<file path="src/rtl/pcpi_dispatch.sv">
// PCPI dispatcher: decodes M-extension instructions, steers each one to the mul or div unit
// and returns the registered result. Perf counters are built only with PCPI_DISPATCH_PERF_EN.
module pcpi_dispatch #(
    parameter int TIMEOUT_CYCLES = 64,
    parameter int PERF_W         = 32
) (
    input  logic        clk,
    input  logic        reset,
    input  logic        pcpi_valid,
    input  logic [31:0] pcpi_insn,
    output logic        pcpi_wr,
    output logic [31:0] pcpi_rd,
    output logic        pcpi_wait,
    output logic        pcpi_ready,
    output logic        pcpi_timeout,
    output logic        pcpi_mul_valid,
    input  logic        pcpi_mul_wr,
    input  logic [31:0] pcpi_mul_rd,
    input  logic        pcpi_mul_ready,
    output logic        pcpi_div_valid,
    input  logic        pcpi_div_wr,
    input  logic [31:0] pcpi_div_rd,
    input  logic        pcpi_div_ready
`ifdef PCPI_DISPATCH_PERF_EN
    ,
    output logic [PERF_W-1:0] perf_mul_cnt,
    output logic [PERF_W-1:0] perf_div_cnt
`endif
);

    localparam int               CNT_W    = $clog2(TIMEOUT_CYCLES + 1);
    localparam logic [CNT_W-1:0] CNT_LAST = CNT_W'(TIMEOUT_CYCLES - 1);
    localparam logic [CNT_W-1:0] CNT_ONE  = CNT_W'(1);

    typedef enum logic [1:0] {
        ST_IDLE = 2'd0,
        ST_BUSY = 2'd1,
        ST_DONE = 2'd2
    } state_t;

    state_t           state_r;
    logic             sel_div_r;
    logic [CNT_W-1:0] cnt_r;
    logic             wait_r;
    logic             ready_r;
    logic             timeout_r;
    logic             wr_r;
    logic [31:0]      rd_r;

    logic             match_s;
    logic             unit_ready_s;
    logic             unit_wr_s;
    logic [31:0]      unit_rd_s;
    logic             tmo_hit_s;
    logic             done_ok_s;

    // Instruction decode and selected-unit response mux; the other unit is never looked at.
    always_comb begin
        match_s = (pcpi_insn[6:0] == 7'b0110011) && (pcpi_insn[31:25] == 7'b0000001);
        if (sel_div_r) begin
            unit_ready_s = pcpi_div_ready;
            unit_wr_s    = pcpi_div_wr;
            unit_rd_s    = pcpi_div_rd;
        end else begin
            unit_ready_s = pcpi_mul_ready;
            unit_wr_s    = pcpi_mul_wr;
            unit_rd_s    = pcpi_mul_rd;
        end
        tmo_hit_s = (cnt_r == CNT_LAST);
        done_ok_s = (state_r == ST_BUSY) && pcpi_valid && unit_ready_s;
    end

    // Dispatch FSM; ready/wr/rd/timeout default low so they form single-cycle pulses in DONE.
    always_ff @(posedge clk) begin
        if (reset) begin
            state_r   <= ST_IDLE;
            sel_div_r <= 1'b0;
            cnt_r     <= {CNT_W{1'b0}};
            wait_r    <= 1'b0;
            ready_r   <= 1'b0;
            timeout_r <= 1'b0;
            wr_r      <= 1'b0;
            rd_r      <= 32'd0;
        end else begin
            ready_r   <= 1'b0;
            timeout_r <= 1'b0;
            wr_r      <= 1'b0;
            rd_r      <= 32'd0;
            case (state_r)
                ST_IDLE: begin
                    if (pcpi_valid && match_s) begin
                        state_r   <= ST_BUSY;
                        sel_div_r <= pcpi_insn[14];
                        cnt_r     <= {CNT_W{1'b0}};
                        wait_r    <= 1'b1;
                    end else begin
                        wait_r    <= 1'b0;
                    end
                end
                ST_BUSY: begin
                    // An abort beats a same-cycle unit response; a response beats the timeout.
                    if (!pcpi_valid) begin
                        state_r <= ST_IDLE;
                        wait_r  <= 1'b0;
                    end else if (unit_ready_s) begin
                        state_r <= ST_DONE;
                        ready_r <= 1'b1;
                        wr_r    <= unit_wr_s;
                        rd_r    <= unit_rd_s;
                    end else if (tmo_hit_s) begin
                        state_r   <= ST_DONE;
                        ready_r   <= 1'b1;
                        timeout_r <= 1'b1;
                    end else begin
                        cnt_r <= cnt_r + CNT_ONE;
                    end
                end
                ST_DONE: begin
                    state_r <= ST_IDLE;
                    wait_r  <= 1'b0;
                end
                default: begin
                    state_r <= ST_IDLE;
                    wait_r  <= 1'b0;
                end
            endcase
        end
    end

    assign pcpi_wait      = wait_r;
    assign pcpi_ready     = ready_r;
    assign pcpi_timeout   = timeout_r;
    assign pcpi_wr        = wr_r;
    assign pcpi_rd        = rd_r;
    assign pcpi_mul_valid = (state_r == ST_BUSY) && !sel_div_r;
    assign pcpi_div_valid = (state_r == ST_BUSY) && sel_div_r;

    logic unused_insn_s;
    assign unused_insn_s = ^{pcpi_insn[24:15], pcpi_insn[13:7]};

`ifdef PCPI_DISPATCH_PERF_EN
    logic [PERF_W-1:0] perf_mul_r;
    logic [PERF_W-1:0] perf_div_r;

    // Completion counters; only ops finished by a real unit response are counted.
    always_ff @(posedge clk) begin
        if (reset) begin
            perf_mul_r <= {PERF_W{1'b0}};
            perf_div_r <= {PERF_W{1'b0}};
        end else if (done_ok_s) begin
            if (sel_div_r) begin
                perf_div_r <= perf_div_r + {{(PERF_W-1){1'b0}}, 1'b1};
            end else begin
                perf_mul_r <= perf_mul_r + {{(PERF_W-1){1'b0}}, 1'b1};
            end
        end else begin
            perf_mul_r <= perf_mul_r;
            perf_div_r <= perf_div_r;
        end
    end

    assign perf_mul_cnt = perf_mul_r;
    assign perf_div_cnt = perf_div_r;
`else
    logic unused_perf_s;
    assign unused_perf_s = (PERF_W > 32'sd0) && done_ok_s;
`endif

endmodule

</file>
<file path="config.mk">
export PLATFORM = sky130hd
export DESIGN_NAME = pcpi_dispatch
export DESIGN_NICKNAME = d
export VERILOG_FILES = /design/src/rtl/pcpi_dispatch.sv
export SDC_FILE = /design/constraint.sdc
export NUM_CORES = 1
export LEC_CHECK = 0
export BUFFER_PORTS_ARGS = -buffer_cell sky130_fd_sc_hd__buf_2
export CAP_MARGIN = 25
export CORE_UTILIZATION = 35
export CTS_CLUSTER_SIZE = 8
export DETAILED_ROUTE_END_ITERATION = 8
export GPL_TIMING_DRIVEN = 0
export PLACE_DENSITY = 0.72
export RECOVER_POWER = 25
export SLEW_MARGIN = 20
export SYNTH_ARGS = -nofsm -noshare
export SYNTH_HDL_FRONTEND = slang
export SYNTH_SLANG_ARGS = --single-unit
</file>
<file path="constraint.sdc">
create_clock -name clk -period 3.4 [get_ports clk]
set_input_delay 0.51 -clock clk [delete_from_list [all_inputs] [get_ports clk]]
set_output_delay 0.51 -clock clk [all_outputs]
set_load 0.03 [all_outputs]
</file>
# After elaboration in Yosys (flattened, before gate mapping)
# Index checks and enable logic that the tools add are counted.
# op_classes
mul	0
n_reduce_logical	13
shift	0
muxes	18
bitwise_logic	3
n_div	0
addsub	1
n_lt_le_gt_ge	0
eq_ne	10
# op_table
cell	count
2-to-1 mux 32 bit	1
2-to-1 mux 7 bit	4
== test 7 x 6 -> 1 bit (second input constant)	2
one-hot mux 7 bit (2 select lines)	1
!= test 2 bit (second input constant)	5
2-to-1 mux 2 bit	4
OR reduction 4 bit	2
adder 7 x 1 -> 7 bit (second input constant)	1
== test 7 x 1 -> 1 bit (second input constant)	1
2-to-1 mux 1 bit	6
AND reduction 5 bit	1
logical AND 1 bit	4
!= test 4 bit (second input constant)	1
one-hot mux 2 bit (2 select lines)	1
AND reduction 2 bit	2
NOT 1 bit	3
OR reduction 3 bit	1
== test 2 x 1 -> 1 bit (second input constant)	1
logical NOT 2 bit	1
one-hot mux 1 bit (2 select lines)	1
nonzero test 2 bit	1
logical NOT 1 bit	1
# word_totals
out_inout_bits	38
rom_bits	0
in_bits	103
mem_count	0
reg_bits	46
latchBits	0
word_cells	53
ram_bits	0

# Logic depth before layout (Yosys ltp)
# Gate-level depths: netlist of the first run.
# depth
word_depth	5
mapped_depth	6
depth_no_buf	5

# Worst setup path after synthesis of the first run
# Ideal clock, no wire load.
# synth_timing
path_kind	register to output
from	register sel_div_r
to	output pcpi_div_valid
arrival_time_ns	1.347
path_slack_ns	1.543
stages_incl_launch_ff	4
required_time_ns	2.890
path_buffers	2
path_cell_list	dfxtp_1 > buf_2 > buf_1 > and2_1
# synth_between
elab_chain_cells	1
# synth_lines
item	line_no	source
start, declared	42	logic sel_div_r;
start signal, assigned	93	sel_div_r <= pcpi_insn[14];
logical AND 1 bit	136	assign pcpi_div_valid = (state_r == ST_BUSY) && sel_div_r;
end, declared	20	output logic pcpi_div_valid,
# Every way passes these cells.

# Worst setup path in the final report of the first run
# Ends and elaborated chain as after synthesis.

==> flow_summary.toml, run 1 <==
[run_status]
run_status = "completed"

[yosys]
synthSimpleGateAreaFrac = 0.171
synth_fa_ha_area_frac = 0.00691
ys_ff_latch = 46
synth.avg_cell_area_um2 = 10.1
synth.mux.area_fraction = 0.208
ys.warnings.count = 0
post_synth_xor_area_fraction = 0
synth_area_mm2 = 0.00181
syn-instance-count = 180
synth_cell_type_count = 34
synth.net_count = 284
main_combinational_cell_family_by_area_after_synthesis = "multiplexers"
synth_compound_area_frac = 0.0767
yosysSeqAreaShare = 0.508

[sta]
max_slew_margin = 0.537
finClkSkew_ns = 0.00463
period_needed_ns = 2.39
final.hold.worst_slack_ns = 0.444
pins_over_slew_limit = 0
finalSetupTns_ns = 0
setup_viol = 0
fin_ws_ns = 1.01
finalCritPeriodShare = 0.702
grt_setup_unrepaired = "false"
finalHoldViolations = 0
worst_slew_pin_slew_ns = 0.694
clock.fmax_ghz = 0.419

[clocking]
cts-root-to-sink-buffers = 2
clkSlewWorstSetupHoldPaths_ns = 0.08
ctsHtreeMaxLevel = 2
cts-buffers-inserted = 5
clockRootBuffer = "sky130_fd_sc_hd__clkbuf_8"
cts.sinks = 46
cts_tree = "built"
worst_skew_pair.late_latency_ns = 0.29
cts.hold.buffers_added = 0
cts_resized = 0
number_of_post_cts_setup_repair_buffers = 0

[power_and_ir_drop]
internal-power_uw = 750
cellPowerDensity_mw_per_mm2 = 369
power_frac_comb = 0.073
power.net_switching_uw = 202
leakagePower_nw = 1.10
power_frac_seq = 0.565
power.share.switching = 0.212
power.ir.vdd_worst_v = 0.000198
pwr-share-clk = 0.362
report.power.total_uw = 952

[global_route]
antenna_violations_before_repair = 0
grt_total_ovfl = 0
largest_net_degree_at_the_start_of_global_routing = 15
grt_first_pass_wirelength_mm = 6.31
first_global_vias = 1526
global_route.usage.total = 0.154

[finish]
layout_common_cells = "sky130_fd_sc_hd__buf_2 (106), sky130_fd_sc_hd__dfxtp_1 (46), sky130_fd_sc_hd__nor2_1 (36), sky130_fd_sc_hd__mux2i_1 (35), sky130_fd_sc_hd__clkbuf_1 (27)"
layout.cell_area.non_filler_mm2 = 0.00258
final_layout_size_suffix_gt1_frac = 0.373
final_net_count = 414
layout_commonest_cell = "sky130_fd_sc_hd__buf_2"
antennaDiodeCount = 0
sequential_cell_area_um2 = 921
multi_input_comb_area_um2 = 837
filler_cell_count = 454
area_grow_syn2layout_pct = 42.4

[die]
io-pin-count = 141
die_y_um = 73.9
rows = 25
die_w_um = 73.9
core_area_mm2 = 0.00485
start_util = 0.374
fp.dieArea_mm2 = 0.00547

[routing]
vias = 1742
number_of_design_rule_violations_left_by_the_first_detailed_router_iteration = 61
dr.pass1.iters = 4
number_of_nets_still_failing_antenna_checks_after_routing = 0
drt_drc_violations_left = 0
finalWirelength_mm = 4.30
post_drt_wl_per_cell_um = 11.4
drt-vias-per-instance = 4.61

[worst_setup_path]
critPathArrivalTime_ns = 1.88
max_stage_delay_ns = 0.55
crit-reg2reg-launch = "cnt_r[0]"
critical_path_peak_fanout = 10
timing.critical_path.to_type = "primary output"
timing.critical_path.required_ns = 2.89
cp_cell_sequence = "buf_2 > buf_1 > and2_1 > buf_2"
timing.critical_path.from = "sel_div_r"
timing.setup.critical_path_class = "reg2out"
cp_slowest_cell = "sky130_fd_sc_hd__buf_1"
worstPathBufferInverterCount = 3
critPathLaunchType = "flip-flop"
cp_top_family = "buffers and inverters"
cp_common_cell = "sky130_fd_sc_hd__buf_2"

[hold_path]
min_from = "pcpi_mul_rd[13]"
min_path_type = "in2reg"

[flow_run]
cap_viol_max_count = 0

[placed_design]
post-dp-hpwl_mm = 3.40
finalWeightedCongestion = 0.760
numPortBuffers = 123
placement.setup.worst_slack_ns = 1.32
post_dp_cell_area_mm2 = 0.00251
-- synth_stat cells --
library cell	number	area, um2
sky130_fd_sc_hd__a211oi_1	3	22.5
sky130_fd_sc_hd__a311o_1	1	10.0
sky130_fd_sc_hd__a31o_1	3	26.3
sky130_fd_sc_hd__a31oi_1	1	6.26
sky130_fd_sc_hd__and2_1	2	12.5
sky130_fd_sc_hd__and4_1	1	8.76
sky130_fd_sc_hd__and4_4	1	11.3
sky130_fd_sc_hd__buf_1	1	3.75
sky130_fd_sc_hd__buf_2	4	20.0
sky130_fd_sc_hd__clkbuf_1	5	18.8
sky130_fd_sc_hd__clkinv_1	1	3.75
sky130_fd_sc_hd__dfxtp_1	46	921
sky130_fd_sc_hd__ha_1	1	12.5
sky130_fd_sc_hd__inv_1	2	7.51
sky130_fd_sc_hd__mux2_2	1	11.3
sky130_fd_sc_hd__mux2_4	1	15.0
sky130_fd_sc_hd__mux2i_1	35	350
sky130_fd_sc_hd__nand2_1	5	18.8
sky130_fd_sc_hd__nand2b_1	1	6.26
sky130_fd_sc_hd__nand3_1	6	30.0
sky130_fd_sc_hd__nand3b_1	1	7.51
sky130_fd_sc_hd__nand4_1	3	18.8
sky130_fd_sc_hd__nor2_1	36	135
sky130_fd_sc_hd__nor2b_1	1	6.26
sky130_fd_sc_hd__nor3_1	2	10.0
sky130_fd_sc_hd__nor4_1	1	6.26
sky130_fd_sc_hd__nor4b_1	2	17.5
sky130_fd_sc_hd__o211ai_1	2	15.0
sky130_fd_sc_hd__o21a_1	3	22.5
sky130_fd_sc_hd__o21ai_0	2	10.0
sky130_fd_sc_hd__o32ai_1	1	8.76
sky130_fd_sc_hd__o41ai_1	2	17.5
sky130_fd_sc_hd__or3_1	2	12.5
sky130_fd_sc_hd__or4_1	1	7.51
-- registers in the layout, indices dropped and copies added, names as in the netlist --
register,count
state_r,2
cnt_r,7
pcpi_wr,1
pcpi_rd,32
pcpi_timeout,1
sel_div_r,1
pcpi_wait,1
pcpi_ready,1
-- stage by stage --
step                      instances   util
final                           378  0.532
after detailed placement        370  0.518
after floorplan                 180      -
after CTS                       378  0.538
after global routing            378  0.532
after global placement          370  0.518
-- layer usage --
| layer | up-vias | share of wire | global-route usage |
|---|---|---|---|
| met5 | - | 0 | 0 |
| met4 | 0 | 0.012 | 0.0598 |
| met3 | 6 | 0.10 | 0.0650 |
| met2 | 93 | 0.48 | 0.271 |
| met1 | 748 | 0.40 | 0.162 |
| li1 | 895 | - | - |
-- power by group through the flow --
| stage | Combinational (mW) | Clock [mW] | Sequential, mW |
|---|---|---|---|
| after floorplan | 0.0186 | 0 | 0.551 |
| after global placement | 0.0684 | 0 | 0.551 |
| after detailed placement | 0.0696 | 0 | 0.551 |
| after CTS | 0.0698 | 0.361 | 0.538 |
| after global routing | 0.0768 | 0.380 | 0.538 |
| final | 0.0692 | 0.345 | 0.538 |
-- cell families after synthesis --
| logic type | count (synthesis) |
|---|---|
| simple gates | 65 |
| flops | 46 |
| mux | 37 |
| compound gates | 18 |
| buf+inv | 13 |
| fa+ha+maj | 1 |
-- cell type report --
cell class | count | share of cell area
multi-input combinational | 121 | 0.324
tap | 67 | 0.0325
inverter | 3 | 0.00436
timing repair buffer | 123 | 0.228
clock inverter | 1 | 0.00339
clock buffer | 7 | 0.0335
sequential | 46 | 0.357
buffer | 10 | 0.0165
-- worst min-delay path, cell delays in order --
cell and delay (ns):
sky130_fd_sc_hd__buf_2 0.07, sky130_fd_sc_hd__mux2i_1 0.05, sky130_fd_sc_hd__nor2_1 0.07
-- path summary, 6_finish.rpt --
check                    to  slack, ns  depth (start not counted)
max          pcpi_div_valid       1.01                          4
min             pcpi_rd[13]       0.44                          3
max reg2reg        cnt_r[5]       1.46                          5
min reg2reg        cnt_r[1]       0.48                          2
Power figures use the tool's default switching activity.
==> run 2: changes to the inputs <==
PLACE_DENSITY = 0.75   (was 0.72)
clock period = 1.9 ns   (was 3.4 ns; I/O delays follow)
==> flow_summary.toml, run 2 (synthesized netlist as in run 1, its figures left out) <==
[finish]
antennaDiodeCount = 0
final_net_count = 416
largest_register_ff_count = 32
area_grow_syn2layout_pct = 43.9
layout_commonest_cell = "sky130_fd_sc_hd__buf_2"
final_layout_size_suffix_gt1_frac = 0.393
layout_common_cells = "sky130_fd_sc_hd__buf_2 (106), sky130_fd_sc_hd__dfxtp_1 (46), sky130_fd_sc_hd__nor2_1 (36), sky130_fd_sc_hd__mux2i_1 (34), sky130_fd_sc_hd__clkbuf_1 (26)"

[worst_setup_path]
timing.critical_path.to_type = "flip-flop"
cp_cell_sequence = "ha_2 > and4_4 > a311o_1 > or4_1 > a31oi_1"
critical_path_peak_fanout = 4
timing.critical_path.required_ns = 2.12
timing.setup.critical_path_class = "reg2reg"
critPathArrivalTime_ns = 2.03
max_stage_delay_ns = 0.47
critPathLaunchType = "flip-flop"
cp_slowest_cell = "sky130_fd_sc_hd__or4_1"

[sta]
finalHoldViolations = 0
finClkSkew_ns = 0.00301
finalCritPeriodShare = 0.956
clock.fmax_ghz = 0.550
period_needed_ns = 1.82
setup_viol = 0
max_slew_margin = 0.539
final.hold.worst_slack_ns = 0.222
worst_slew_pin_slew_ns = 0.691
fin_ws_ns = 0.0832
pins_over_slew_limit = 0

[die]
die_y_um = 73.9
rows = 25
fp.dieArea_mm2 = 0.00547
die_w_um = 73.9
io-pin-count = 141
start_util = 0.374
core_area_mm2 = 0.00485

[clocking]
cts-buffers-inserted = 5
cts_tree = "built"
clkSlewWorstSetupHoldPaths_ns = 0.08
clockRootBuffer = "sky130_fd_sc_hd__clkbuf_8"
ctsHtreeMaxLevel = 2
worst_skew_pair.late_latency_ns = 0.29
cts.sinks = 46
cts.hold.buffers_added = 0
cts-root-to-sink-buffers = 2

[global_route]
first_global_vias = 1614
grt_total_ovfl = 0
antenna_violations_before_repair = 0
grt_first_pass_wirelength_mm = 6.40
largest_net_degree_at_the_start_of_global_routing = 15
global_route.usage.total = 0.153

[routing]
drt_drc_violations_left = 0
number_of_design_rule_violations_left_by_the_first_detailed_router_iteration = 65
drt-vias-per-instance = 4.59
vias = 1745
number_of_nets_still_failing_antenna_checks_after_routing = 0
dr.pass1.iters = 4
finalWirelength_mm = 4.34
post_drt_wl_per_cell_um = 11.4

[placed_design]
finalWeightedCongestion = 0.769
numPortBuffers = 123
placement.setup.worst_slack_ns = -0.0426
post-dp-hpwl_mm = 3.39

[power_and_ir_drop]
leakagePower_nw = 1.11
cellPowerDensity_mw_per_mm2 = 638
power.ir.vdd_worst_v = 0.000403

[hold_path]
min_path_type = "in2reg"

[run_status]
run_status = "completed"

[flow_run]
cap_viol_max_count = 0
==> run 2: metrics by stage <==
| step | std cells | total power, mW | util | cell area (um2) | TNS [ns] |
|---|---|---|---|---|---|
| after global routing | 380 | 1.73 | 0.538 | 2610 | -0.00424 |
| after global placement | 370 | 1.11 | 0.518 | 2510 | -0.0346 |
| final | 380 | 1.66 | 0.538 | 2610 | 0 |
| after detailed placement | 370 | 1.11 | 0.518 | 2510 | -0.0426 |
| after floorplan | 180 | 1.02 | - | 1810 | 0 |
| after CTS | 380 | 1.69 | 0.540 | 2620 | 0 |
==> run 2: per-layer routing <==
metal  global-route usage  part of all wire
met5                    0                 0
met2                0.285              0.50
met4               0.0449            0.0058
met1                0.156              0.40
met3               0.0623             0.085
==> run 2: critical path: cells and delay by family (launching register included) <==
family                   cells  cell delay (ns)
AO/OA/AOI/OAI                2             0.50
AND/OR/NAND/NOR              2             0.67
adder cells (fa/ha/maj)      1             0.22
flip-flops                   1             0.35
==> run 2: report_power, final <==
group | switching [mW] | total (mW) | internal [mW]
clock network | 0.318 | 0.577 | 0.260
logic | 0.0448 | 0.124 | 0.0792
registers | 0.00000188 | 0.963 | 0.963
==> run 2: path summary, 6_finish.rpt <==
| path | slack, ns | to | from | cells after the start |
|---|---|---|---|---|
| worst max register to register | 0.08 | cnt_r[5] | cnt_r[0] | 5 |
| worst max-delay path | 0.08 | cnt_r[5] | cnt_r[0] | 5 |
| worst min-delay path | 0.22 | pcpi_rd[19] | pcpi_mul_rd[19] | 3 |
| worst min register to register | 0.48 | cnt_r[6] | cnt_r[6] | 2 |
==> run 2: cell type report <==
class / count / area (um2)
timing repair buffer: 125 / 606
tap: 67 / 83.8
multi-input combinational: 121 / 851
clock inverter: 2 / 13.8
inverter: 3 / 11.3
fill: 461 / 2240
sequential: 46 / 921
clock buffer: 6 / 72.6
buffer: 10 / 48.8
==> run 2: repair_timing <==
| item | 4_1_cts | 5_1_grt |
|---|---|---|
| gates resized for setup | 2 | 4 |
| endpoints found under the setup margin | 3 | 35 |
| buffers inserted | 2 | 0 |
| pin swaps | 1 | 0 |
